**src/rtl/uart_tx_buffered_pkg.sv**
```systemverilog
// Shared 8N1 UART definitions: FSM state encoding, frame constants and baud divisor helper.
// Imported by both the transmit and receive paths.
package uart_tx_buffered_pkg;

    typedef enum logic [1:0] {
        ST_IDLE  = 2'd0,
        ST_START = 2'd1,
        ST_DATA  = 2'd2,
        ST_STOP  = 2'd3
    } uart_state_t;

    localparam int DATA_BITS = 8;
    localparam int STOP_BITS = 1;

    function automatic int clks_per_bit(input int clk_freq, input int baud);
        return clk_freq / baud;
    endfunction

endpackage

```
**src/rtl/uart_tx_buffered_sync_fifo.sv**
```systemverilog
// Single-clock FIFO with occupancy count; full/empty decoded from count.
// Write acceptance is judged on the count before any same-cycle read.
module uart_tx_buffered_sync_fifo #(
    parameter int DEPTH = 8,
    parameter int WIDTH = 8
) (
    input  logic                     clk,
    input  logic                     reset,
    input  logic                     wr_en,
    input  logic [WIDTH-1:0]         wr_data,
    input  logic                     rd_en,
    output logic [WIDTH-1:0]         rd_data,
    output logic                     full,
    output logic                     empty,
    output logic [$clog2(DEPTH):0]   count
);

    localparam int AW = $clog2(DEPTH);
    localparam int CW = AW + 1;

    logic [WIDTH-1:0] mem [DEPTH];
    logic [AW-1:0]    wr_ptr;
    logic [AW-1:0]    rd_ptr;
    logic             wr_acc;
    logic             rd_acc;

    assign full    = (count == CW'(DEPTH));
    assign empty   = (count == '0);
    assign wr_acc  = wr_en && !full;
    assign rd_acc  = rd_en && !empty;
    assign rd_data = mem[rd_ptr];

    // Storage carries no reset; only pointers and count define validity.
    always_ff @(posedge clk) begin
        if (wr_acc) begin
            mem[wr_ptr] <= wr_data;
        end
    end

    always_ff @(posedge clk or negedge reset) begin
        if (!reset) begin
            wr_ptr <= '0;
            rd_ptr <= '0;
            count  <= '0;
        end else begin
            if (wr_acc) begin
                wr_ptr <= wr_ptr + AW'(1);
            end
            if (rd_acc) begin
                rd_ptr <= rd_ptr + AW'(1);
            end
            case ({wr_acc, rd_acc})
                2'b10:   count <= count + CW'(1);
                2'b01:   count <= count - CW'(1);
                default: count <= count;
            endcase
        end
    end

endmodule

```
**src/rtl/uart_tx_buffered.sv**
```systemverilog
// Buffered 8N1 UART transmitter: bytes queue in a FIFO and are shifted out LSB-first on tx.
// tx and tx_done are registered, so the line trails the FSM state by one clock.
module uart_tx_buffered
    import uart_tx_buffered_pkg::*;
#(
    parameter int CLK_FREQ = 100_000_000,
    parameter int BAUD     = 9_600,
    parameter int DEPTH    = 8
) (
    input  logic                   clk,
    input  logic                   reset,
    input  logic                   wr_en,
    input  logic [7:0]             wr_data,
    output logic                   tx,
    output logic                   full,
    output logic                   empty,
    output logic [$clog2(DEPTH):0] count,
    output logic                   busy,
    output logic                   tx_done,
    output logic                   overflow,
    output uart_state_t            state
);

    localparam int CPB = clks_per_bit(CLK_FREQ, BAUD);
    localparam int BW  = (CPB > 1) ? $clog2(CPB) : 1;

    localparam logic [BW-1:0] BAUD_LAST = BW'(CPB - 1);
    localparam logic [2:0]    DATA_LAST = 3'(DATA_BITS - 1);
    localparam logic [2:0]    STOP_LAST = 3'(STOP_BITS - 1);

    uart_state_t   cur_state;
    uart_state_t   next_state;
    logic [BW-1:0] baud_cnt;
    logic [BW-1:0] baud_next;
    logic [2:0]    bit_idx;
    logic [2:0]    bit_next;
    logic [7:0]    shift;
    logic [7:0]    shift_next;
    logic [7:0]    head;
    logic          tx_next;
    logic          done_next;
    logic          pop;
    logic          bit_end;

    uart_tx_buffered_sync_fifo #(
        .DEPTH (DEPTH),
        .WIDTH (8)
    ) u_fifo (
        .clk     (clk),
        .reset   (reset),
        .wr_en   (wr_en),
        .wr_data (wr_data),
        .rd_en   (pop),
        .rd_data (head),
        .full    (full),
        .empty   (empty),
        .count   (count)
    );

    assign state   = cur_state;
    assign busy    = (cur_state != ST_IDLE) || !empty;
    assign bit_end = (baud_cnt == BAUD_LAST);

    always_ff @(posedge clk or negedge reset) begin
        if (!reset) begin
            cur_state <= ST_IDLE;
            baud_cnt  <= '0;
            bit_idx   <= '0;
            shift     <= '0;
            tx        <= 1'b1;
            tx_done   <= 1'b0;
            overflow  <= 1'b0;
        end else begin
            cur_state <= next_state;
            baud_cnt  <= baud_next;
            bit_idx   <= bit_next;
            shift     <= shift_next;
            tx        <= tx_next;
            tx_done   <= done_next;
            overflow  <= overflow | (wr_en & full);
        end
    end

    // Baud counter reloads at every bit boundary so bit widths never drift.
    always_comb begin
        next_state = cur_state;
        baud_next  = baud_cnt;
        bit_next   = bit_idx;
        shift_next = shift;
        tx_next    = 1'b1;
        done_next  = 1'b0;
        pop        = 1'b0;
        case (cur_state)
            ST_IDLE: begin
                baud_next = '0;
                bit_next  = '0;
                if (!empty) begin
                    pop        = 1'b1;
                    shift_next = head;
                    next_state = ST_START;
                end
            end
            ST_START: begin
                tx_next = 1'b0;
                if (bit_end) begin
                    baud_next  = '0;
                    bit_next   = '0;
                    next_state = ST_DATA;
                end else begin
                    baud_next = baud_cnt + BW'(1);
                end
            end
            ST_DATA: begin
                tx_next = shift[0];
                if (bit_end) begin
                    baud_next  = '0;
                    shift_next = {1'b0, shift[7:1]};
                    if (bit_idx == DATA_LAST) begin
                        bit_next   = '0;
                        next_state = ST_STOP;
                    end else begin
                        bit_next = bit_idx + 3'd1;
                    end
                end else begin
                    baud_next = baud_cnt + BW'(1);
                end
            end
            ST_STOP: begin
                tx_next = 1'b1;
                if (bit_end) begin
                    baud_next = '0;
                    if (bit_idx == STOP_LAST) begin
                        bit_next   = '0;
                        done_next  = 1'b1;
                        next_state = ST_IDLE;
                    end else begin
                        bit_next = bit_idx + 3'd1;
                    end
                end else begin
                    baud_next = baud_cnt + BW'(1);
                end
            end
            default: begin
                next_state = ST_IDLE;
            end
        endcase
    end

endmodule
```
**config.mk**
```make
export PLATFORM = sky130hd
export DESIGN_NAME = uart_tx_buffered
export DESIGN_NICKNAME = d
export VERILOG_FILES = /design/src/rtl/uart_tx_buffered_pkg.sv /design/src/rtl/uart_tx_buffered_sync_fifo.sv /design/src/rtl/uart_tx_buffered.sv
export SDC_FILE = /design/constraint.sdc
export NUM_CORES = 1
export LEC_CHECK = 0
export CAP_MARGIN = 0
export CORE_MARGIN = 2
export CORE_UTILIZATION = 50
export DETAILED_ROUTE_END_ITERATION = 8
export GPL_TIMING_DRIVEN = 0
export PLACE_DENSITY = 0.82
export SLEW_MARGIN = 20
export SYNTH_ARGS = -nofsm -noshare
export SYNTH_HDL_FRONTEND = slang
export SYNTH_SLANG_ARGS = --single-unit
```
**constraint.sdc**
```tcl
create_clock -name clk -period 2.5 [get_ports clk]
set_clock_uncertainty 0.15 [all_clocks]
set_input_delay 0.5 -clock clk [delete_from_list [all_inputs] [get_ports clk]]
set_output_delay 0.5 -clock clk [all_outputs]
set_load 0.05 [all_outputs]
```
# Yosys cells after proc, flatten, opt, wreduce, memory -nomap -nowiden
# Memory sizes are Yosys's and may differ from the RTL's.
# Index checks and enable logic that the tools add are counted.
# op_classes
muxes	27
n_reduce_logical	15
n_addsub	6
n_bitwise	2
n_eq_ne	14
# op_table
op	n
14-bit case mux with 2 select lines	1
8-bit 2-to-1 mux	2
8-bit case mux with 2 select lines	1
3-bit 2-to-1 mux	5
14-bit by 1-bit adder with 14-bit output, second input constant	1
14-bit == test, second input constant	1
14-bit 2-to-1 mux	1
2-bit 2-to-1 mux	6
2-bit inequality test, second input constant	6
3-bit case mux with 4 select lines	1
3-bit by 1-bit adder with 3-bit output, second input constant	3
2-bit case mux with 4 select lines	1
4-bit case mux with 2 select lines	1
1-bit 2-to-1 mux	7
2-bit == test, second input constant	3
3-bit AND reduction	2
6-bit AND reduction	1
2-bit nonzero test	3
4-bit by 1-bit adder with 4-bit output, second input constant	1
2-bit by 1-bit == test with 1-bit output, second input constant	2
4-bit == test, second input constant	1
4-bit zero test	1
4-bit by 1-bit subtractor with 4-bit output, second input constant	1
3-bit == test, second input constant	1
9 further kinds	11
# totals
ff_bits	40
memories	1
word_cells	75
mem_bits_rw	64
in_bits	11
output_inout_bits	12
# memory_table
memory	words	word_bits	read_ports	rd_clocked_by_memory_dff	wr	line	rtl
u_fifo.mem	8	8	1	0	1	uart_tx_buffered_sync_fifo.sv:21	logic [WIDTH-1:0] mem [DEPTH];

# Logic depth before layout (Yosys ltp)
# Gate-level depths: netlist (run 1).
# logic_depth
depth_word	6
ltp_mapped	11

# By module
# Synthesis (run 1) repeated with hierarchy kept, for this count alone.
# hier_totals
cells_unflattened	302
hier_area_um2	4675.7
# by_module_without_submodules
module	instances	area_each_um2	cells_per_inst	seq_area_each_um2
uart_tx_buffered_sync_fifo	1	3124.2	160	2172.1
uart_tx_buffered	1	1551.5	142	752.0

# Worst setup path before layout (run 1)
# Ideal clock, no wire load.
# synth_path
path_type	reg2reg
startpoint	reg u_fifo.count[1]
endpoint	reg u_fifo.count[2]
period_less_slack_ns	4.308
path_stages_with_launch	12
setup_slack_ns	-1.808
t_required_ns	2.198
path_buffers	1
setup_ns	0.152
arrival_ns	4.006
path_cell_list	dfrtp_1 -> buf_6 -> nor4b_1 -> and2b_1 -> clkinv_1 -> ha_1 -> xor2_1 -> ha_1 -> a21oi_1 -> xor2_1 -> nor2_1 -> xor2_1
# synth_between
word_cells_on_any_way	14
classes_between	add/sub (2); eq/ne (3); mux (3); reduce/logical (6)
# synth_lines
item	line	rtl
start, declared	uart_tx_buffered_sync_fifo.sv:15	output logic [$clog2(DEPTH):0] count
start signal, assigned	uart_tx_buffered_sync_fifo.sv:53	2'b10: count <= count + CW'(1);
start signal, assigned	uart_tx_buffered_sync_fifo.sv:54	2'b01: count <= count - CW'(1);
start signal, assigned	uart_tx_buffered_sync_fifo.sv:55	default: count <= count;
4-bit == test *	uart_tx_buffered_sync_fifo.sv:27	assign full = (count == CW'(DEPTH));
named net full	uart_tx_buffered.sv:15	output logic full,
1-bit zero test *	uart_tx_buffered_sync_fifo.sv:29	assign wr_acc = wr_en && !full;
1-bit logical AND *	uart_tx_buffered_sync_fifo.sv:29	
2-bit by 1-bit == test with 1-bit output or 2-bit == test (tied branches)	uart_tx_buffered_sync_fifo.sv:52	case ({wr_acc, rd_acc})
4-bit case mux with 2 select lines or 2-bit nonzero test (tied branches)	--	
# The timed path passes the listed nets; every way through them passes the cells marked *.
# A chain may end at the register's enable or synchronous reset.

# Worst setup path in the final report (run 1)
# layout_path
startpoint	reg u_fifo.count[3]
endpoint	mem u_fifo.mem[6][1] (enable)
# layout_between
elab_chain_cells	5
# layout_rtl
item	line	rtl
4-bit == test	uart_tx_buffered_sync_fifo.sv:27	
1-bit zero test	uart_tx_buffered_sync_fifo.sv:29	
1-bit logical AND	uart_tx_buffered_sync_fifo.sv:29	
1-bit 2-to-1 mux	uart_tx_buffered_sync_fifo.sv:35	if (wr_acc) begin
1-bit 2-to-1 mux (not written as such)	uart_tx_buffered_sync_fifo.sv:36	mem[wr_ptr] <= wr_data;
end, declared	uart_tx_buffered_sync_fifo.sv:21	
# Every way passes these cells.

==> flow_summary_export.csv, run 1 <==
group,metric,value,unit
status,status,"completed",
placement,gp_congestion,0.739,
placement,dp_hpwl,5.14,mm
power_and_ir_drop,seq_power_share,42.0,%
power_and_ir_drop,p_sw,2320,uW
die,coreArea,8760,sq um
cells_and_area,final_nets,360,
synth,syn_nets,318,
power_and_ir_drop,p_comb_share,40.0,%
synth,synth-main-ff-cell,"edfxtp_1",
power_and_ir_drop,power,6100,uW
setup_path,worst_setup_path_start_kind,"flip-flop",
die,pin_count,23,
power_and_ir_drop,p_per_area,1150,nW/um^2
clock_tree,clock_path_buffers,2,
route,drt_pre_antenna_iters,4,
power_and_ir_drop,swShare,38.0,%
sta,hold_violations,0,
route,wl,7.88,mm
sta,period_needed,2.43,ns
sta,setup-tns-final,0,ns
route,met2_length,3.98,mm
route,ant_nets,0,
grt,gr-usage-all-layers,17.3,%
grt,grt_pass1_vias,2508,
synth,ys_seq_elements,104,
setup_path,arrival,2.28,ns
sta,finalCritPeriodShare,97.3,%
grt,grt_pass1_wl,12.8,mm
sta,max_freq,411,MHz
clock_tree,cts_root_buffer,"clkbuf_8",
synth,synthTopCellsByArea,"edfxtp_1, dfrtp_1, mux4_2",
worst_hold_path,hold_class,"reg2reg",
die,die_w,99.3,um
route,wl_met3,471,um
run,cap_violations,0,
clock_tree,clk_pin_slew,0.13,ns
synth,avgSynthCellArea,15.5,sq um
die,die_area,9860,sq um
synth,synth_edf_count,64,
setup_path,path_class,"reg2reg",
die,initial_core_util,51.8,%
clock_tree,numClockSinks,104,
setup_path,required,2.35,ns
sta,slew_headroom,37.6,%
synth,ys_seq_area_share,64.4,%
cells_and_area,diodes,0,
route,dr_total_vias,2556,
route,wl_met1,3.27,mm
route,top_layer_used,"met4",
synth,synth_top_area_cell,"edfxtp_1",
clock_tree,cts_tree,"done",
die,num_rows,34,
power_and_ir_drop,intPower,3780,uW
setup_path,crit_fanout,8,
setup_path,end_kind,"flip-flop",
sta,worst_pin_slew,0.932,ns
synth,syn_area,4540,sq um
cells_and_area,drive_above_1_share,24.4,%
synth,ys_types,50,
route,initialDrtViolationCount,106,
power_and_ir_drop,power.share.clock,18.0,%
die,die_h,99.3,um
route,drc,0,
route,via_per_inst,5.71,
clock_tree,insertion_delay,0.38,ns
synth,yosys-top-cells-count,"edfxtp_1, dfrtp_1, nor2_1",
grt,antenna_found_initial,0,
clock_tree,cts_inserted_buffers,9,
sta,rsz0062_at_grt,"true",
synth,synth_most_common_cell,"edfxtp_1",
sta,slew_viol_final,0,
sta,setup_violations,0,
synth,synthCells,293,
route,wl_per_cell,17.6,um
cells_and_area,fillCellCount,655,
grt,grt_overflow_total,0,
placement,port_buffers,22,
power_and_ir_drop,ir_drop,0.000600,V
synth,yosysWarnings,0,
synth,async_flop_share,38.5,%
cells_and_area,syn_to_final_growth,16.4,%
synth,yosysTopAreaCellShare,42.3,%
grt,grt_start_max_net_pins,26,
clock_tree,cts_max_level,3,
power_and_ir_drop,cellLeakagePower,0.00201,uW
[critical path, stage by stage, from the launching register on]
cell and delay (ns):
dfrtp_2 0.49, nor4b_4 0.16, and2b_2 0.26, buf_4 0.13, nand2_1 0.12, nor2_1 0.76
[per-stage QoR]
stage               hold WS (ns)  utilization [%]  area, sq um  setup slack (ns)  std cells
detailed placement         0.293             57.0         5000            -0.216        425
floorplan                 0.0544                -         4590            -0.350        293
global route               0.340             60.4         5290           -0.0795        448
CTS                        0.323             59.8         5240            0.0125        443
global placement           0.289             56.5         4950            -0.841        423
finish                     0.322             60.4         5290            0.0666        448
[routing by layer]
| layer | vias to the layer above | track usage (%) |
|---|---|---|
| met5 | - | 0 |
| met4 | 0 | 6.95 |
| met3 | 16 | 4.78 |
| met2 | 75 | 27.8 |
| met1 | 1272 | 22.6 |
| li1 | 1193 | - |
[sequential cells by signal (all words and copies together), names as in the netlist]
register       count
tx                 1
bit_idx            3
u_fifo.count       4
overflow           1
tx_done            1
state              2
u_fifo.mem        64
u_fifo.rd_ptr      3
u_fifo.wr_ptr      3
baud_cnt          14
shift              8
[power groups by stage]
| stage | clock [uW] | sequential [uW] | combinational, uW |
|---|---|---|---|
| after floorplan | 0 | 2720 | 1610 |
| after global placement | 0 | 2530 | 2320 |
| after detailed placement | 0 | 2560 | 2410 |
| after CTS | 1120 | 2540 | 2440 |
| after global routing | 1180 | 2610 | 2670 |
| final | 1100 | 2560 | 2440 |
[cell families (layout without fill, tap and decap cells)]
group / after synthesis / after routing / share of synthesized area (%)
buf+inv: 19 / 66 / 2.62
xor+xnor: 19 / 19 / 3.66
flops: 104 / 104 / 64.4
compound gates: 24 / 24 / 4.49
fa+ha+maj: 14 / 14 / 3.86
mux: 29 / 29 / 10.9
simple gates: 84 / 84 / 10.1
[what timing repair did]
| item | in CTS | in global routing |
|---|---|---|
| hold buffers | 1 | 0 |
| endpoints found under the setup margin | 6 | 5 |
| pin swaps | 1 | 1 |
| buffers inserted | 1 | 6 |
| gates resized for setup | 8 | 6 |
| endpoints found under the hold margin | 15 | 0 |
[layout make-up]
type                       count  area (sq um)  share of cell area, %
multi-input combinational    170          1580                   29.9
inverter                       7          31.3                  0.591
tap                          108           135                   2.56
clock buffer                   9           124                   2.34
timing repair buffer          32           305                   5.77
clock inverter                 7          93.8                   1.77
sequential                   104          2930                   55.4
buffer                        11          88.8                   1.68
[cell usage in the layout, fill, tap and decap left out, types with 9 or more instances in the layout]
| cell | n |
|---|---|
| mux4_2 | 16 |
| nor2_1 | 28 |
| xor2_1 | 13 |
| clkbuf_8 | 9 |
| buf_4 | 11 |
| mux2i_1 | 10 |
| nand2_1 | 14 |
| ha_1 | 11 |
| dfrtp_1 | 35 |
| clkdlybuf4s50_1 | 17 |
| edfxtp_1 | 64 |
[worst paths after layout]
kind	start	cells after the start	slack [ns]	endpoint
max	u_fifo.count[3]	5	0.07	u_fifo.mem[6][1]
min	overflow	1	0.32	overflow
max reg2reg	u_fifo.count[3]	5	0.07	u_fifo.mem[6][1]
min reg2reg	overflow	1	0.32	overflow
max in group asynchronous	reset	3	1.25	tx
min in group asynchronous	reset	2	0.40	overflow
(Power assumes the default switching activity.)
==> inputs of run 2 (changes only) <==
- CORE_MARGIN: 2 -> not set
- MAX_ROUTING_LAYER: not set -> met4
==> run 2 against run 1 <==
Against the previous run: cell area fell by 0.64%; clock power fell by 5%; non-clock buffer count fell by 2; sequential share of layout area rose by 0.36 points; via count fell by 1.4%; critical endpoint is now full; largest cell class unchanged; largest power group unchanged.
==> flow_summary_export.csv, run 2 (synthesis gave the netlist of run 1 again) <==
group,metric,value,unit
cells_and_area,final_cells,446,
grt,grt_pass1_vias,2530,
placement,port_buffers,22,
cells_and_area,fillCellCount,677,
cells_and_area,regArea,2930,sq um
sta,fin_ws,0.0591,ns
route,initialDrtViolationCount,136,
clock_tree,clk_pin_slew,0.11,ns
route,via_per_inst,5.65,
route,wl,7.80,mm
setup_path,crit_fanout,9,
die,die_area,9470,sq um
sta,setup_violations,0,
grt,grt_overflow_total,0,
sta,period_needed,2.44,ns
sta,hold_violations,0,
setup_path,required,1.85,ns
route,dr_total_vias,2519,
setup_path,critical-path-top-delay-family,"buffers and inverters",
grt,gr-usage-all-layers,18.3,%
setup_path,slowest_stage,"dfrtp_2",
die,die_w,97.3,um
sta,slew_headroom,38.2,%
cells_and_area,diodes,0,
cells_and_area,drive_above_1_share,24.0,%
cells_and_area,regMostFlops,"u_fifo.mem",
setup_path,end_kind,"primary output",
setup_path,critPathBufInv,4,
clock_tree,insertion_delay,0.38,ns
placement,dp.cells,425,
clock_tree,cts_root_buffer,"clkbuf_8",
route,drt_pre_antenna_iters,4,
placement,gp_congestion,0.783,
placement,dp_hpwl,5.16,mm
cells_and_area,multiInputGateArea,1590,sq um
setup_path,cp_slowest_stage_delay,0.42,ns
sta,max_freq,410,MHz
cells_and_area,reg_top3,"u_fifo.mem (64), baud_cnt (14), shift (8)",
setup_path,path_class,"reg2out",
setup_path,crit_chain,"buf_6, nor4b_4, buf_4, buf_4, buf_2",
die,initial_core_util,51.8,%
placement,dpl_cell_area,5000,sq um
sta,rsz0062_at_grt,"true",
worst_hold_path,hold_path_depth,1,
run,cap_violations,0,
grt,grt_pass1_wl,12.6,mm
cells_and_area,largest_reg_flops,64,
cells_and_area,final_nets,358,
sta,slew_viol_final,0,
setup_path,worst_setup_path_start_kind,"flip-flop",
sta,finalCritPeriodShare,97.6,%
die,coreArea,8760,sq um
die,pin_count,23,
power_and_ir_drop,p_per_area,1150,nW/um^2
setup_path,worst_r2r_path_depth,11,
grt,grt_start_max_net_pins,26,
cells_and_area,final_cell_mix,"edfxtp_1, dfrtp_1, nor2_1",
worst_hold_path,hold_class,"reg2reg",
cells_and_area,syn_to_final_growth,15.7,%
power_and_ir_drop,cellLeakagePower,0.00198,uW
clock_tree,cts_inserted_buffers,9,
status,status,"completed",
clock_tree,numClockSinks,104,
sta,worst_pin_slew,0.923,ns
clock_tree,cts_max_level,3,
cells_and_area,final_area,5260,sq um
sta,hold-worst-slack,0.317,ns
setup_path,cp.depth,5,
grt,antenna_found_initial,0,
route,wl_per_cell,17.5,um
setup_path,arrival,1.79,ns
clock_tree,clock_path_buffers,2,
die,die_h,97.3,um
route,ant_nets,0,
placement,pre_cts_slack,-0.172,ns
power_and_ir_drop,ir_drop,0.000633,V
route,drc,0,
die,num_rows,34,
clock_tree,cts_tree,"done",
setup_path,cpMostUsedCell,"buf_4",
cells_and_area,final_common_cell,"edfxtp_1",
## run 2: layout make-up
cell class	instances	share of cell area (%)
repair buffers	29	5.21
well taps	108	2.57
multi-input cells	170	30.2
clock buffers	9	2.36
clock inverters	7	1.52
inverters	7	0.595
flip-flops and latches	104	55.8
plain buffers	12	1.76
## run 2: worst paths after layout
check	slack, ns	startpoint	end
hold reg to reg	0.32	overflow	overflow
hold / removal	0.32	overflow	overflow
setup / recovery	0.06	u_fifo.count[1]	full
setup reg to reg	0.06	u_fifo.count[1]	u_fifo.count[2]
max in group asynchronous	1.25	reset	tx
min in group asynchronous	0.41	reset	u_fifo.wr_ptr[2]
## run 2: worst register-to-register path, cell delays in order (launching register included)
cell	delay (ns)
dfrtp_2	0.42
buf_6	0.15
nor4b_4	0.33
and2b_2	0.29
clkinv_4	0.10
ha_4	0.17
xor2_2	0.14
ha_2	0.18
a21oi_2	0.04
xor2_1	0.14
nor2_1	0.11
xor2_1	0.15
## run 2: timing repair
item,4_1_cts,5_1_grt
endpoints found under the setup margin,6,4
buffers inserted,1,3
hold buffers,1,0
hold endpoints to repair,15,0
resized for setup,10,8
cloned,0,0
pin swaps,1,1
## run 2: report_power, final
part	internal (uW)	switching [uW]	total, uW
logic	1110	1340	2450
registers	2240	300	2540
clock network	398	644	1040
## run 2: stage by stage
step / power [uW] / setup TNS [ns] / util [%]
detailed placement: 4970 / -3.68 / 57.0
CTS: 6070 / 0 / 59.7
floorplan: 4330 / -2.04 / -
global placement: 4840 / -29.32 / 56.5
finish: 6030 / 0 / 60.0
global route: 6390 / -0.150 / 60.0
## run 2: layer usage
metal	track usage, %	wire, um	vias to the layer above
met5	-	0	-
met4	8.82	218	0
met3	3.96	317	19
met2	29.0	3880	58
met1	22.7	3380	1263
li1	-	-	1179
==> inputs of run 3 (changes only) <==
- CORE_UTILIZATION: 50 -> 38
- GPL_TIMING_DRIVEN: 0 -> not set
- PLACE_DENSITY: 0.82 -> 0.68
==> run 3 against run 2 <==
Against the previous run: the flow now finishes with violations (design-rule violations); die area grew 31%; sequential share of layout area decreased by 1.3 points; power grew 6.2%; register-to-register slack gained 0.10 ns; maximum frequency is 0.15% higher; sequential power hardly changed; count of clock-buffer cells in the layout unchanged; cell count grew 7.4%; critical path type unchanged; largest power group unchanged.
==> flow_summary_export.csv, run 3 (synthesis gave the netlist of run 1 again) <==
group,metric,value,unit
grt,antenna_found_initial,0,
run,cap_violations,0,
clock_tree,cts_inserted_buffers,9,
cells_and_area,reg_top3,"u_fifo.mem (64), baud_cnt (14), shift (8)",
cells_and_area,final_common_cell,"edfxtp_1",
sta,slew_headroom,59.5,%
cells_and_area,regMostFlops,"u_fifo.mem",
status,violations,"design-rule violations",
cells_and_area,final_cell_mix,"edfxtp_1, dfrtp_1, nor2_1",
worst_hold_path,min_to,"overflow",
route,drc,2,
sta,period_needed,2.44,ns
die,die_h,111,um
sta,finalCritPeriodShare,97.5,%
clock_tree,numClockSinks,104,
grt,grt_pass1_wl,13.1,mm
worst_hold_path,hold_class,"reg2reg",
route,via_per_inst,5.18,
sta,hold-worst-slack,0.326,ns
clock_tree,clock_path_buffers,2,
worst_hold_path,hold_path_depth,1,
die,num_rows,39,
route,wl_per_cell,16.2,um
setup_path,arrival,1.79,ns
cells_and_area,final_util,46.7,%
placement,dp.cells,462,
cells_and_area,largest_reg_flops,64,
setup_path,reg2reg_from,"u_fifo.count[0]",
route,initialDrtViolationCount,101,
route,ant_nets,0,
clock_tree,post_cts_buffers,0,
die,coreArea,11500,sq um
die,initial_core_util,39.4,%
placement,dp_hpwl,5.14,mm
setup_path,required,1.85,ns
setup_path,critical-path-top-delay-family,"buffers and inverters",
power_and_ir_drop,ir_drop,0.000591,V
power_and_ir_drop,cellLeakagePower,0.00204,uW
placement,gp_congestion,0.794,
grt,grt_start_max_net_pins,24,
setup_path,crit_fanout,8,
cells_and_area,final_nets,356,
die,die_w,111,um
clock_tree,cts_max_level,3,
route,dr_total_vias,2481,
setup_path,rrSetupSlack,0.16,ns
power_and_ir_drop,p_per_area,1190,nW/um^2
setup_path,end_kind,"primary output",
cells_and_area,drive_above_1_share,22.3,%
sta,max_freq,410,MHz
cells_and_area,syn_to_final_growth,18.5,%
die,die_area,12400,sq um
placement,port_buffers,22,
setup_path,worst_r2r_path_depth,10,
route,drt_pre_antenna_iters,6,
setup_path,path_class,"reg2out",
clock_tree,insertion_delay,0.35,ns
clock_tree,clk_pin_slew,0.07,ns
grt,grt_overflow_total,0,
status,status,"complete, but fails checks",
grt,gr-usage-all-layers,14.3,%
sta,hold_violations,0,
setup_path,cp_slowest_stage_delay,0.81,ns
setup_path,crit_chain,"buf_4, clkdlybuf4s50_1",
grt,grt_pass1_vias,2592,
cells_and_area,diodes,0,
setup_path,slowest_stage,"clkdlybuf4s50_1",
setup_path,worst_setup_path_start_kind,"flip-flop",
sta,worst_pin_slew,0.608,ns
setup_path,critPathBufInv,2,
sta,slew_viol_final,0,
sta,setup_violations,0,
die,pin_count,23,
worst_hold_path,holdCritStartpoint,"overflow",
setup_path,r2r_end,"u_fifo.count[2]",
cells_and_area,final_cells,479,
route,wl,7.78,mm
clock_tree,cts_tree,"done",
clock_tree,cts_root_buffer,"clkbuf_16",
==> run 3: changes by cell type in the layout (fill, tap and decap cells not counted), sizes merged <==
cell / before / now
inv: 9 / 8
clkinvlp: 1 / 0
bufinv: 0 / 1
clkdlybuf4s15: 1 / 0
buf: 18 / 20
clkbuf: 12 / 9
clkinv: 4 / 5
==> run 3: worst max-delay path by stage <==
| stage | from | to | depth (start not counted) |
|---|---|---|---|
| finish | u_fifo.count[1] | count[1] | 2 |
| global route | u_fifo.count[2] | u_fifo.count[3] | 7 |
| CTS | u_fifo.count[2] | u_fifo.count[3] | 7 |
| detailed placement | wr_en | u_fifo.count[2] | 10 |
| global placement | wr_en | u_fifo.count[2] | 10 |
| floorplan | u_fifo.count[1] | u_fifo.count[2] | 11 |
==> run 3: area by class of cell <==
cell class | count | area, sq um
repair buffers | 39 | 363
fillers | 992 | 6130
flip-flops and latches | 104 | 2930
inverters | 7 | 31.3
clock buffers | 9 | 225
well taps | 143 | 179
clock inverters | 7 | 98.8
multi-input cells | 170 | 1550
==> run 3: power by group <==
group | switching [uW] | total (uW) | internal (uW)
Clock | 681 | 1490 | 808
Combinational | 1240 | 2350 | 1110
Sequential | 335 | 2570 | 2240
==> run 3: layer usage <==
layer  wire [um]  global-route usage, %
met1        3440                   17.2
met5           0                      -
met2        3960                   23.5
met4         100                   4.59
met3         275                   3.72
==> run 3: timing repair <==
action,in CTS,in global routing
setup endpoints to repair,0,2
resized for setup,0,3
endpoints found under the hold margin,17,0
hold buffers,1,0
==> run 3: metrics by stage <==
| step | power, uW | cell area [sq um] | TNS (ns) | setup WS (ns) |
|---|---|---|---|---|
| floorplan | 4330 | 4590 | -2.04 | -0.350 |
| global placement | 4900 | 5030 | 0 | 0.0524 |
| detailed placement | 4970 | 5030 | -0.00580 | -0.00580 |
| CTS | 6460 | 5370 | 0 | 0.0648 |
| global route | 6810 | 5380 | -0.0252 | -0.0252 |
| finish | 6410 | 5380 | 0 | 0.0627 |
==> run 3: worst register-to-register path, cell delays in order (launching register included) <==
cell and delay (ns):
dfrtp_2 0.51, nor4b_4 0.33, and2b_2 0.28, clkinv_4 0.06, ha_4 0.14, xor2_1 0.15, ha_1 0.18, a21oi_2 0.04
xor2_1 0.14, nor2_1 0.11, xor2_1 0.16
==> RTL change 1, RTL diff (flow settings as in run 1) <==
`BAUD`: 9_600 -> 19_200.
--- a/src/rtl/uart_tx_buffered.sv
+++ b/src/rtl/uart_tx_buffered.sv
@@ -4,7 +4,7 @@
     import uart_tx_buffered_pkg::*;
 #(
     parameter int CLK_FREQ = 100_000_000,
-    parameter int BAUD     = 9_600,
+    parameter int BAUD     = 19_200,
     parameter int DEPTH    = 8
 ) (
     input  logic                   clk,
Check against the original RTL: same outputs for any inputs over 10 cycles, from zero or initial values and one cycle with reset low; that may be too few to reach the edited logic, so the function may still have changed.
==> RTL change 1 against run 1 <==
Non-clock buffer count decreased by 6. Design area is essentially flat. Routed wire length increased by 2.7%. Maximum frequency rose by 0.61%. Via count fell by 1.2%. Synthesized area up 0.96%. Setup slack better by 0.015 ns. First-iteration DRC count shrank 17%. Total power is 1.8% lower. Worst hold slack gained 0.015 ns. Sequential cell count shrank 1. Critical path type is now flop to output pin. Largest cell class unchanged.
==> RTL change 1: results (changes against run 1) <==
- Status: completed (unchanged).
- The switching fraction of total power came to 38.0% (about the same).
- The async set or reset register ratio after synthesis came to 37.9% (was 38.5%).
- The net count of the mapped netlist is 320 (was 318).
- The critical-path cell with the highest stage delay is sky130_fd_sc_hd__dfrtp_2 (was sky130_fd_sc_hd__nor2_1).
- The total number of vias came to 2,526 (was 2,556).
- The type of the most critical hold path is flop to flop (unchanged).
- The number of fill cells was 647 (was 655).
- The routed wire length is 8090 um (was 7880 um).
- The number of nets in the layout was 357 (was 360).
- The standby leakage power came to 2.01 nW (about the same).
- The family of cells with the greatest summed delay on the critical path is buffers and inverters (was simple AND/OR/NAND/NOR gates).
- The global router's overall resource usage was 18.3% (was 17.3%).
- The weighted congestion reported at the end of routability-driven placement was 0.809 (was 0.739).
- The initial antenna violation count came to 0 (unchanged).
- The gate count after technology mapping was 295 (was 293).
- The actual transition at the worst max-transition pin is 0.919 ns (was 0.932 ns).
- The unique cell type count in the Yosys netlist is 52 (was 50).
- The first-pass GRT wire length was 13,600 um (was 12,800 um).
- The maximum number of pins on one net before global-route repair is 23 (was 26).
- The buffer depth of the longest clock path came to 2 (unchanged).
- The layout cell share with drive strength beyond 1 is 18.1% (was 24.4%).
- Largest registers ranked by flip-flop count: u_fifo.mem (64), baud_cnt (13), shift (8) (was u_fifo.mem (64), baud_cnt (14), shift (8)).
- The peak supply drop is 0.530 mV (was 0.600 mV).
- The maximum fanout along the worst path was 9 (was 8).
- The number of synthesized flops with an enable pin is 64 (unchanged).
- The final standard cell count with taps included and fillers excluded is 445 (was 448).
- The number of antenna repair diodes came to 0 (unchanged).
- The sequential fraction of the synthesis area is 63.2% (was 64.4%).
- The arrival time of data at the critical path endpoint is 1.77 ns (was 2.28 ns).
- The placed instance area is 0.00504 mm^2 (was 0.00500 mm^2).
- Main area contributors after synthesis: sky130_fd_sc_hd__edfxtp_1 42%, sky130_fd_sc_hd__dfrtp_1 21%, sky130_fd_sc_hd__mux4_1 9.2% (was sky130_fd_sc_hd__edfxtp_1 42%, sky130_fd_sc_hd__dfrtp_1 21%, sky130_fd_sc_hd__mux4_2 7.9%).
- The cell count after placement was 427 (was 425).
- The clock latency of the later-clocked register in the worst-skew pair is 0.38 ns (about the same).
- Commonest cells in the synthesized netlist: 64 x sky130_fd_sc_hd__edfxtp_1, 38 x sky130_fd_sc_hd__dfrtp_1, 23 x sky130_fd_sc_hd__nor2_1 (was 64 x sky130_fd_sc_hd__edfxtp_1, 39 x sky130_fd_sc_hd__dfrtp_1, 28 x sky130_fd_sc_hd__nor2_1).
- The via count of the first global-routing pass is 2,648 (was 2,508).
- The post-DP HPWL is 5570 um (was 5140 um).
- The delay contributed by the slowest stage of the critical path was 0.43 ns (was 0.76 ns).
- The violation count after the first detailed-routing iteration was 88 (was 106).
[RTL change 1: what timing repair did]
action,in CTS,in global routing
endpoints found under the setup margin,6,2
pin swaps,1,1
hold buffers,1,0
hold endpoints to repair,18,0
buffers inserted,1,0
gates resized for setup,10,3
[RTL change 1: layer usage]
layer | global-route usage (%) | wire (um) | up-vias
met3 | 4.78 | 304 | 11
met5 | 0 | 0 | -
li1 | - | - | 1195
met1 | 22.9 | 3390 | 1274
met4 | 4.95 | 112 | 0
met2 | 31.7 | 4280 | 46
[RTL change 1: metrics by stage]
| step | hold WS [ns] | util [%] | setup TNS, ns | total power [mW] | setup slack [ns] |
|---|---|---|---|---|---|
| 2_1_floorplan | 0.0544 | - | -1.58 | 4.26 | -0.263 |
| 3_5_place_dp | 0.314 | 57.3 | -8.31 | 4.91 | -0.283 |
| 4_1_cts | 0.341 | 60.1 | 0 | 6.04 | 0.00414 |
| 5_1_grt | 0.353 | 60.1 | 0 | 6.35 | 0.00260 |
| 3_3_place_gp | 0.287 | 56.6 | -33.23 | 4.77 | -0.979 |
| 6_report | 0.337 | 60.1 | 0 | 5.98 | 0.0813 |
[RTL change 1: cells by family after synthesis]
group	after synthesis	share of synthesized area [%]
compound gates	31	4.88
simple gates	84	10.1
mux	28	11.8
buf+inv	19	3.06
xor+xnor	16	3.06
fa+ha+maj	14	3.82
flops	103	63.2
[RTL change 1: final timing paths]
check | startpoint | end | slack, ns | cells after the start
max in group asynchronous | reset | u_fifo.count[1] | 1.27 | 3
hold reg to reg | overflow | overflow | 0.34 | 1
setup / recovery | u_fifo.count[1] | empty | 0.08 | 3
setup reg to reg | u_fifo.count[0] | u_fifo.count[2] | 0.13 | 10
min in group asynchronous | reset | baud_cnt[9] | 0.44 | 2
hold / removal | overflow | overflow | 0.34 | 1
[RTL change 1: layout make-up]
type,instances,area [um^2],area share [%]
Buffer,11,110,2.08
Clock buffer,9,124,2.34
Clock inverter,7,96.3,1.82
Inverter,8,31.3,0.591
Multi-Input combinational cell,173,1630,30.7
Sequential cell,103,2910,54.9
Tap cell,108,135,2.55
Timing Repair Buffer,26,263,4.97
[RTL change 1: power groups by stage]
stage,Combinational (mW),Sequential (mW),Clock [mW]
floorplan,1.56,2.70,0
global placement,2.26,2.51,0
detailed placement,2.37,2.54,0
CTS,2.40,2.52,1.12
global route,2.60,2.57,1.18
finish,2.38,2.52,1.08
==> RTL change 2, RTL diff (settings of run 1) <==
Without the edit above. `shift` no longer has a reset.
--- a/src/rtl/uart_tx_buffered.sv
+++ b/src/rtl/uart_tx_buffered.sv
@@ -66,7 +66,6 @@
             cur_state <= ST_IDLE;
             baud_cnt  <= '0;
             bit_idx   <= '0;
-            shift     <= '0;
             tx        <= 1'b1;
             tx_done   <= 1'b0;
             overflow  <= 1'b0;
@@ -74,11 +73,14 @@
             cur_state <= next_state;
             baud_cnt  <= baud_next;
             bit_idx   <= bit_next;
-            shift     <= shift_next;
             tx        <= tx_next;
             tx_done   <= done_next;
             overflow  <= overflow | (wr_en & full);
         end
+    end
+
+    always_ff @(posedge clk) begin
+        shift <= shift_next;
     end
 
     // Baud counter reloads at every bit boundary so bit widths never drift.
Check against the original RTL: no difference found for any inputs over 10 cycles, from zero or initial values and one cycle with reset low; that may be too few to reach the edited logic, so the function may still have changed.
==> RTL change 2 against run 1 <==
Synthesized area decreased by 1.8%. Sequential share of layout area grew 1.2 points. Sequential cell count is the same. Via count shrank 2.1%. Worst hold slack better by 0.0065 ns. Synthesized cell count shrank 1.4%. Largest power group unchanged. Routed wire length up 2.3%. Largest cell class unchanged. Setup slack worse by 0.026 ns. Design area fell by 0.76%. Total power hardly changed.
==> RTL change 2: results (changes against run 1) <==
- The weighted congestion reported at the end of routability-driven placement is 0.759 (was 0.739).
- The initial antenna violation count is 0 (unchanged).
- The critical-path cell with the highest stage delay was sky130_fd_sc_hd__dlygate4sd2_1 (was sky130_fd_sc_hd__nor2_1).
- Main area contributors after synthesis: sky130_fd_sc_hd__edfxtp_1 48%, sky130_fd_sc_hd__dfrtp_1 17%, sky130_fd_sc_hd__mux4_2 8.1% (was sky130_fd_sc_hd__edfxtp_1 42%, sky130_fd_sc_hd__dfrtp_1 21%, sky130_fd_sc_hd__mux4_2 7.9%).
- The worst slack at placement is -0.286 ns (was -0.216 ns).
- The standby leakage power is 1.90 nW (was 2.01 nW).
- The async set or reset register ratio after synthesis is 30.8% (was 38.5%).
- The number of setup buffers added after CTS is 3 (was 1).
- The clock latency of the later-clocked register in the worst-skew pair is 0.36 ns (was 0.38 ns).
- The fraction of the mapped netlist area in adder cells is 3.93% (was 3.86%).
- Commonest cells in the synthesized netlist: 72 x sky130_fd_sc_hd__edfxtp_1, 31 x sky130_fd_sc_hd__dfrtp_1, 24 x sky130_fd_sc_hd__nor2_1 (was 64 x sky130_fd_sc_hd__edfxtp_1, 39 x sky130_fd_sc_hd__dfrtp_1, 28 x sky130_fd_sc_hd__nor2_1).
- The cell-internal power is 3.87 mW (was 3.78 mW).
- The clock-pin slew reported for the worst setup and hold paths after clock tree synthesis is 0.10 ns (was 0.13 ns).
- The routed wire length is 8060 um (was 7880 um).
- The family of cells with the greatest summed delay on the critical path is buffers and inverters (was simple AND/OR/NAND/NOR gates).
- The number of synthesized flops with an enable pin came to 72 (was 64).
- The delay contributed by the slowest stage of the critical path is 0.57 ns (was 0.76 ns).
- The via count of the first global-routing pass came to 2,517 (was 2,508).
- The placed instance area is 0.00494 mm^2 (was 0.00500 mm^2).
- The max-slew headroom at the worst pin is 43.2% (was 37.6%).
- The synthesized-area fraction occupied by ao, oa, aoi and oai cells was 2.36% (was 4.49%).
- The unique cell type count in the Yosys netlist came to 37 (was 50).
- The number of nets in the layout is 360 (unchanged).
- The maximum fanout along the worst path is 4 (was 8).
- The peak supply drop came to 0.511 mV (was 0.600 mV).
- The gate count after technology mapping is 289 (was 293).
- The violation count after the first detailed-routing iteration was 188 (was 106).
- The post-DP HPWL was 5280 um (was 5140 um).
- The cell count after placement is 423 (was 425).
- The count of cells resized by post-cts repair was 7 (was 8).
- The number of vias per cell is 5.58 (was 5.71).
- The global router's overall resource usage is 17.9% (was 17.3%).
- The maximum number of pins on one net before global-route repair came to 32 (was 26).
- The post-synthesis mux area share is 11.7% (was 10.9%).
- The first-pass GRT wire length is 13,100 um (was 12,800 um).
- Status: completed (unchanged).
- The arrival time of data at the critical path endpoint is 1.81 ns (was 2.28 ns).
- The layout cell share with drive strength beyond 1 came to 24.1% (was 24.4%).
-- RTL change 2: cell count changes in the layout (fill, tap and decap cells not counted), moves of 7 or more --
cell	before	now
sky130_fd_sc_hd__xnor2_1	6	16
sky130_fd_sc_hd__dfrtp_1	35	27
sky130_fd_sc_hd__edfxtp_1	64	72
sky130_fd_sc_hd__xor2_1	13	5
sky130_fd_sc_hd__a221o_1	7	0
sky130_fd_sc_hd__nand2_1	14	21
-- RTL change 2: routing by layer --
layer	up-vias	GRT usage (%)	routed length [um]	part of all wire, %
li1	1168	-	-	-
met1	1273	23.5	3410	42
met2	55	29.7	4250	53
met3	6	4.75	314	3.9
met4	0	5.16	85	1.1
met5	-	0	0	0
-- RTL change 2: worst paths after layout --
check / from / endpoint / slack, ns / depth (start not counted)
worst max register to register: u_fifo.count[0] / u_fifo.count[2] / 0.05 / 10
worst min register to register: overflow / overflow / 0.33 / 1
max in group asynchronous: reset / u_fifo.count[0] / 1.52 / 3
min in group asynchronous: reset / state[0] / 0.49 / 3
worst min-delay path: overflow / overflow / 0.33 / 1
worst max-delay path: u_fifo.count[0] / empty / 0.04 / 2
-- RTL change 2: final cells by class --
cell class,count,area (um^2),share of cell area (%)
timing repair buffer,35,317,6.03
multi-input combinational,168,1540,29.3
buffer,8,37.5,0.715
inverter,9,36.3,0.691
clock inverter,7,91.3,1.74
tap,108,135,2.57
clock buffer,9,124,2.36
sequential,104,2970,56.6
-- RTL change 2: power by group through the flow --
stage          Sequential [mW]  Combinational (mW)  Clock (mW)
3_3_place_gp              2.59                2.21           0
3_5_place_dp              2.63                2.32           0
6_report                  2.58                2.43        1.09
5_1_grt                   2.62                2.64        1.19
2_1_floorplan             2.78                1.50           0
4_1_cts                   2.58                2.37        1.11
